`config.mk`:
```
export PLATFORM = sky130hd
export DESIGN_NAME = hilo_issue_ctrl
export DESIGN_NICKNAME = d
export VERILOG_FILES = /design/src/rtl/hilo_pkg.sv /design/src/rtl/hilo_issue_ctrl_decode.sv /design/src/rtl/hilo_issue_ctrl.sv
export SDC_FILE = /design/constraint.sdc
export NUM_CORES = 1
export LEC_CHECK = 0
export ABC_AREA = 0
export CORE_AREA = 2 2 142 144
export CTS_CLUSTER_DIAMETER = 120
export DETAILED_ROUTE_END_ITERATION = 10
export DIE_AREA = 0 0 144 146
export GPL_TIMING_DRIVEN = 0
export PLACE_DENSITY = 0.72
export SLEW_MARGIN = 20
export SYNTH_ARGS = -nofsm -noshare
export SYNTH_HDL_FRONTEND = slang
export SYNTH_SLANG_ARGS = --single-unit
```
`constraint.sdc`:
```
create_clock -name clk -period 6.5 [get_ports clk]
set_clock_uncertainty 0.1 [all_clocks]
set_input_delay 1.3 -clock clk [delete_from_list [all_inputs] [get_ports clk]]
set_output_delay 1.3 -clock clk [all_outputs]
set_load 0.005 [all_outputs]
```
`src/rtl/hilo_pkg.sv`:
```
// Shared types for the HI/LO issue controller: decoded ops, FSM states and unit command bits.
package hilo_pkg;

  typedef enum logic [3:0] {
    NOP, MULT, MULTU, DIV, DIVU, MADD, MADDU, MSUB, MSUBU, MTHI, MTLO, MFHI, MFLO
  } hilo_op_t;

  typedef logic [1:0] state_t;
  localparam state_t IDLE        = 2'd0;
  localparam state_t BUSY        = 2'd1;
  localparam state_t COMMIT_WAIT = 2'd2;

  typedef struct packed {
    logic mul;
    logic div;
    logic using_sign;
    logic add;
    logic sub;
  } hilo_cmd_t;

  // Ops that occupy the multiply/divide unit for several cycles.
  function automatic logic is_unit_op(input hilo_op_t op);
    return op inside {MULT, MULTU, DIV, DIVU, MADD, MADDU, MSUB, MSUBU};
  endfunction

endpackage

```
`src/rtl/hilo_issue_ctrl_decode.sv`:
```
// Combinational decode of a HI/LO-class op into multiply/divide unit command bits.
module hilo_cmd_decode
  import hilo_pkg::*;
(
  input  hilo_op_t  op_i,
  output hilo_cmd_t cmd_o
);

  always_comb begin
    cmd_o = '0;
    case (op_i)
      MULT:    begin cmd_o.mul = 1'b1; cmd_o.using_sign = 1'b1; end
      MULTU:   cmd_o.mul = 1'b1;
      DIV:     begin cmd_o.div = 1'b1; cmd_o.using_sign = 1'b1; end
      DIVU:    cmd_o.div = 1'b1;
      MADD:    begin cmd_o.mul = 1'b1; cmd_o.using_sign = 1'b1; cmd_o.add = 1'b1; end
      MADDU:   begin cmd_o.mul = 1'b1; cmd_o.add = 1'b1; end
      MSUB:    begin cmd_o.mul = 1'b1; cmd_o.using_sign = 1'b1; cmd_o.sub = 1'b1; end
      MSUBU:   begin cmd_o.mul = 1'b1; cmd_o.sub = 1'b1; end
      default: cmd_o = '0;
    endcase
  end

endmodule

```
`src/rtl/hilo_issue_ctrl.sv`:
```
// Execute-stage initiator for the multi-cycle mul/div unit; owns architectural HI/LO,
// holds unit commands for the whole operation and stalls the pipe while an op is in flight.
module hilo_issue_ctrl
  import hilo_pkg::*;
#(
  parameter int unsigned N = 32
) (
  input  logic         clk,
  input  logic         reset,
  input  logic         op_valid,
  input  hilo_op_t     op,
  input  logic [N-1:0] src_a,
  input  logic [N-1:0] src_b,
  input  logic         flush,
  input  logic         wb_hold,
  output logic         stall,
  output logic [N-1:0] mf_data,
  output logic [N-1:0] hi,
  output logic [N-1:0] lo,
  output logic         u_mul,
  output logic         u_div,
  output logic         u_using_sign,
  output logic         u_sub,
  output logic         u_add,
  output logic [N-1:0] u_a,
  output logic [N-1:0] u_b,
  output logic [N-1:0] u_hi_in,
  output logic [N-1:0] u_lo_in,
  output logic         u_clear,
  output logic         u_hold_result,
  input  logic [N-1:0] u_hi_out,
  input  logic [N-1:0] u_lo_out,
  input  logic         u_write_hi_lo,
  input  logic         u_waiting_result
);

  state_t       state_q, state_d;
  logic [N-1:0] hi_q, hi_d, lo_q, lo_d;
  logic [N-1:0] a_q, a_d, b_q, b_d;
  hilo_cmd_t    cmd_q, cmd_d, dec_cmd;

  logic in_flight, result_ready, commit, accept;

  hilo_cmd_decode u_decode (
    .op_i  (op),
    .cmd_o (dec_cmd)
  );

  // Result is "ready" while the unit presents it in BUSY, or for the whole COMMIT_WAIT span.
  assign in_flight    = (state_q != IDLE);
  assign result_ready = in_flight && !flush && ((state_q == COMMIT_WAIT) || u_write_hi_lo);
  assign commit       = result_ready && !wb_hold;
  assign stall        = op_valid && in_flight && (op != NOP);
  assign accept       = op_valid && !stall && (op != NOP) && !flush;

  always_comb begin
    state_d = state_q;
    hi_d    = hi_q;
    lo_d    = lo_q;
    a_d     = a_q;
    b_d     = b_q;
    cmd_d   = cmd_q;
    if (flush) begin
      state_d = IDLE;
      a_d     = '0;
      b_d     = '0;
      cmd_d   = '0;
    end else begin
      case (state_q)
        IDLE: begin
          if (accept) begin
            if (is_unit_op(op)) begin
              state_d = BUSY;
              a_d     = src_a;
              b_d     = src_b;
              cmd_d   = dec_cmd;
            end else if (op == MTHI) begin
              hi_d = src_a;
            end else if (op == MTLO) begin
              lo_d = src_a;
            end
          end
        end
        BUSY, COMMIT_WAIT: begin
          if (commit) begin
            state_d = IDLE;
            hi_d    = u_hi_out;
            lo_d    = u_lo_out;
            a_d     = '0;
            b_d     = '0;
            cmd_d   = '0;
          end else if (result_ready) begin
            state_d = COMMIT_WAIT;
          end
        end
        default: state_d = IDLE;
      endcase
    end
  end

  always_ff @(posedge clk or posedge reset) begin
    if (reset) begin
      state_q <= IDLE;
      hi_q    <= '0;
      lo_q    <= '0;
      a_q     <= '0;
      b_q     <= '0;
      cmd_q   <= '0;
    end else begin
      state_q <= state_d;
      hi_q    <= hi_d;
      lo_q    <= lo_d;
      a_q     <= a_d;
      b_q     <= b_d;
      cmd_q   <= cmd_d;
    end
  end

  // Start/sign commands drop on the commit and flush cycles so the unit never restarts.
  always_comb begin
    u_mul         = cmd_q.mul        && in_flight && !commit && !flush;
    u_div         = cmd_q.div        && in_flight && !commit && !flush;
    u_using_sign  = cmd_q.using_sign && in_flight && !commit && !flush;
    u_add         = cmd_q.add;
    u_sub         = cmd_q.sub;
    u_a           = a_q;
    u_b           = b_q;
    u_hi_in       = hi_q;
    u_lo_in       = lo_q;
    u_clear       = flush;
    u_hold_result = result_ready && wb_hold;
    mf_data       = (op == MFHI) ? hi_q : lo_q;
    hi            = hi_q;
    lo            = lo_q;
  end

  busy_unit_waiting_a : assert property (@(posedge clk) disable iff (reset)
    ((state_q == BUSY) && !u_write_hi_lo && !flush) |-> u_waiting_result);

endmodule

```
[Yosys cells after proc, flatten, opt, wreduce, memory -nomap -nowiden]
Cells that the tools add are included.
Operators by class
  muxes and demuxes: 37
  bitwise gates (word level): 1
  reductions and logical operators: 39
  equality and inequality tests: 23
Operators by type and width (count)
  $mux 32: 17
  $pmux 32 s2: 4
  $mux 5: 4
  $logic_and 1x1->1: 18
  $eq 4x3->1 const B: 4
  $eq 4x4->1 const B: 4
  $ne 2x2->1 const B: 6
  $mux 2: 5
  $pmux 5 s2: 1
  $ne 3x3->1 const B: 3
  $eq 4x2->1 const B: 2
  $reduce_bool 8->1: 1
  $reduce_or 2->1: 4
  $reduce_and 7->1: 1
  $reduce_and 6->1: 1
  $reduce_or 6->1: 1
  $mux 1: 5
  $eq 4x1->1 const B: 1
  $logic_not 1->1: 4
  $ne 4x4->1 const B: 1
  $pmux 2 s2: 1
  $reduce_and 4->1: 1
  $reduce_bool 2->1: 2
  $reduce_bool 4->1: 1
  other kinds (8): 8
Word-level totals
  input bits: 139
  flip-flop bits (word level): 135

[Longest topological paths before layout]
Gate-level depths: netlist of the first run.
  depth in word-level cells: 10
  mapped depth: 8
  mapped depth without buffers: 6

[Cells and area by module]
From an unflattened synthesis of the first run, not the netlist that was laid out.
Second synthesis, totals
  cell total of the unflattened synthesis: 703
  area, all modules: 7671.1 sq um
Modules (own cells, without submodules)
  hilo_issue_ctrl: seq. area each 3378.2 sq um, instances 1, cells an instance 693, area an instance 7592.3 sq um
  hilo_cmd_decode: seq. area each 0.0 sq um, instances 1, cells an instance 10, area an instance 78.8 sq um

[Worst setup path after synthesis of the first run]
Ideal clock, no wire load.
  kind: input port to output port
  from: input port op[0]
  to: output port mf_data[10]
  slack: 2695 ps
  stages: 4
  arrival: 2405 ps
  cell sequence: clkbuf_1 -> nand4b_1 -> clkbuf_1 -> mux2_2
Between the ends
  longest elaborated chain between the ends: 2
Ends and longest elaborated chain
  start, declared: RTL line hilo_issue_ctrl.sv:11  | input hilo_op_t op,
  $eq 4x4->1: RTL line hilo_issue_ctrl.sv:132  | mf_data = (op == MFHI) ? hi_q : lo_q;
  $mux 32: RTL line hilo_issue_ctrl.sv:132
  end, declared: RTL line hilo_issue_ctrl.sv:17  | output logic [N-1:0] mf_data,
Every way passes these cells.

[Worst setup path in the final report of the first run]
  from: input port op[0]
  to: output port mf_data[28]
Same word-level chain as after synthesis.

==> results.tsv, run 1 <==
stage	metric	value	unit
run_status	outcome	complete, no violations	
placement	area of placed instances	10900	µm²
min_path	Worst Hold End	cmd_q[3]	
finish	Final Cell Area	11500	µm²
finish	most frequent cells in the layout	clkdlybuf4s50_1 (369), nand2_1 (137), dfrtp_1 (135)	
cts	clk buf depth	2	
sta	RSZ-0062 raised after global routing	false	
sta	Relative slew margins	38.7	%
cts	post-CTS sizing	0	
min_path	Tightest Hold Check Type	register to register	
die	core area	19300	µm²
job	Max Cap Viol	0	
drt	drt drc	0	
yosys	post-synthesis sequential element count	135	
setup_path	Reg2Reg Depth	8	
yosys	Syn Std Cell Area	6840	µm²
yosys	ys flop type	dfrtp_1	
sta	Tcrit/Tclk final	83.2	%
setup_path	WP data arrival	4.01	ns
cts	Worst-Skew Late Latency	0.42	ns
power	total power	5.00	mW
drt	Via Count	6060	
global_route	Tot GR Track Use	23.1	%
global_route	initial antenna violation count	0	
global_route	vias in the first global route	6216	
drt	final WL	24100	µm
setup_path	worst reg2reg path startpoint	state_q[1]	
drt	post-route ant nets	0	
finish	ANT cells	0	
die	std cell rows	51	
yosys	Avg Inst Size Synth	11.0	µm²
min_path	Min-Delay Startpoint	cmd_q[3]	
global_route	largest net degree at the start of global routing	78	
global_route	first-pass GRT wire length	36400	µm
sta	Final Hold Fails	0	
yosys	cell count after synthesis	620	
setup_path	reg2reg setup slack	3.66	ns
placement	GPL Wtd Cong	0.840	
die	die width	144	µm
setup_path	crit path launch type	input pin	
yosys	Ys Warns	0	
yosys	EDFF count, synth	0	
setup_path	Crit Reg-Reg Endpoint	hi[1]	
drt	Initial DRC Count	211	
finish	commonest non-fill, non-tap cell in the layout	clkdlybuf4s50_1	
die	Die H	146	µm
yosys	sequential-to-total area share from yosys stat	49.4	%
cts	H-tree level count	4	
power	Peak VDD IR	183	µV
sta	min cycle time layout	5.41	ns
yosys	Post-Syn Nets	763	
cts	Post CTS Setup Buffer Count	0	
drt	wire length per cell	18.8	µm
cts	TritonCTS Sinks	135	
power	Leak	5.17	nW
sta	Worst Slack Setup Final	1.09	ns
placement	Setup WS pre-CTS	1.13	ns
power	Power Density	436	nW/µm²
cts	CTS Buf Count	17	
placement	I/O Buffers	369	
setup_path	Worst EP required	5.10	ns
cts	TritonCTS clock tree	yes	
min_path	Hold Path Depth	1	
finish	share of cells above drive strength 1	20.7	%
setup_path	Worst Path Max Fanout	10	
drt	Avg Vias per Cell	4.71	
finish	Syn-to-layout area delta	67.8	%
sta	FMAX	0.185	GHz
sta	Slew @ Worst Pin	0.920	ns
yosys	asr flop ratio synth	100	%
setup_path	critical path endpoint category	output port	
die	die footprint	21000	µm²
sta	final setup fails	0	
global_route	Remaining Overflow, GRT	0	
cts	Reg clk slew, reported paths	0.06	ns
setup_path	crit path kind	input pin to output port	
die	IO Pins	371	
cts	cts hold-fix bufs	0	
yosys	Yosys cell types	41	
sta	Max Slew Vio Count	0	
drt	Initial DRT Pass Iterations	4	
finish	nets	1152	
cts	root buf cell	clkbuf_16	
die	starting density of the core	35.4	%
placement	post-DP HPWL	18300	µm
finish	Fillers	1686	
-- kinds of logic after synthesis --
logic type	share of synthesized area [%]
AOI/OAI and AO/OA	10.1
xor gates and xnor gates	0.128
adders and majority gates	0.731
buffers and inverters	10.2
DFF	49.4
muxes	16.2
and+or+nand+nor	13.2
-- final cells by class --
cell class,count,area [µm²],share of cell area [%]
well taps,265,332,2.89
clock buffers,18,439,3.83
multi-input cells,377,2770,24.1
plain buffers,103,677,5.90
inverters,5,26.3,0.229
flip-flops and latches,135,3380,29.4
repair buffers,370,3720,32.4
clock inverters,14,138,1.20
-- metal layers --
metal	GRT usage [%]	share of wire (%)
met1	28.7	41
met2	38.7	50
met3	6.15	7.0
met4	7.99	2.5
met5	0	0
-- state kept, by name (all words and copies together), names as in the netlist --
signal and flops:
lo 32, cmd_q 3, u_b 32, u_a 32
hi 32, u_sub 1, state_q 2, u_add 1
-- Yosys cell counts, types with 2 or more instances --
library cell    n  share of area, %
buf_6           3              0.49
nand3_1         3              0.22
mux2_1          6              0.99
inv_1           5              0.27
nand2b_1       33               3.0
buf_2          13              0.95
ha_1            4              0.73
clkbuf_1       20               1.1
a22o_1         67               8.6
nor2b_1         3              0.27
buf_4          67               7.4
mux2i_1         3              0.44
mux2_2         90                15
and2_1          3              0.27
or3_1           2              0.18
nor2_1          3              0.16
nand2_1       137               7.5
dfrtp_1       135                49
-- power breakdown --
group / switching, mW / internal, mW / total [mW]
clock: 0.409 / 0.546 / 0.955
sequential: 0.279 / 1.11 / 1.39
combinational: 0.962 / 1.70 / 2.66
total: 1.65 / 3.35 / 5.00
-- stage by stage --
step	utilization (%)	std cells	hold WS, ns	setup TNS [ns]
after floorplan	-	620	0.364	0
after global placement	56.2	1254	0.378	-82.36
after detailed placement	56.4	1255	0.380	0
after CTS	59.4	1287	0.399	0
after global routing	59.4	1287	0.414	0
final	59.4	1287	0.396	0
-- critical path: stages --
cell,delay (ns)
clkdlybuf4s50_1,0.45
clkbuf_1,0.24
nand4b_1,0.38
clkbuf_1,0.74
mux2_2,0.42
clkdlybuf4s50_1,0.48
-- worst max-delay path by stage --
stage / cells after the start / to / start / slack, ns
finish: 6 / mf_data[28] / op[0] / 1.09
floorplan: 1 / cmd_q[2] / reset / 1.49
global route: 6 / mf_data[28] / op[0] / 0.90
global placement: 2 / u_b[11] / reset / -0.62
detailed placement: 6 / mf_data[28] / op[0] / 1.13
CTS: 6 / mf_data[28] / op[0] / 1.09
No activity file was read; power rests on OpenSTA's default activity.
==> inputs of run 2 (changes only) <==
Clock period 6.5 ns to 5.1 ns, I/O delays scaled along.
==> results of run 2 <==
Same layout as run 1 (identical final DEF). Status: complete, no violations.
Among the figures that moved: setup slack after placement 1.13 ns -> 0.288 ns; setup slack after layout 1.09 ns -> 0.250 ns; register-to-register setup slack 3.66 ns -> 2.26 ns; total power 5.00 mW -> 6.38 mW; worst IR drop on VDD 183 µV -> 233 µV
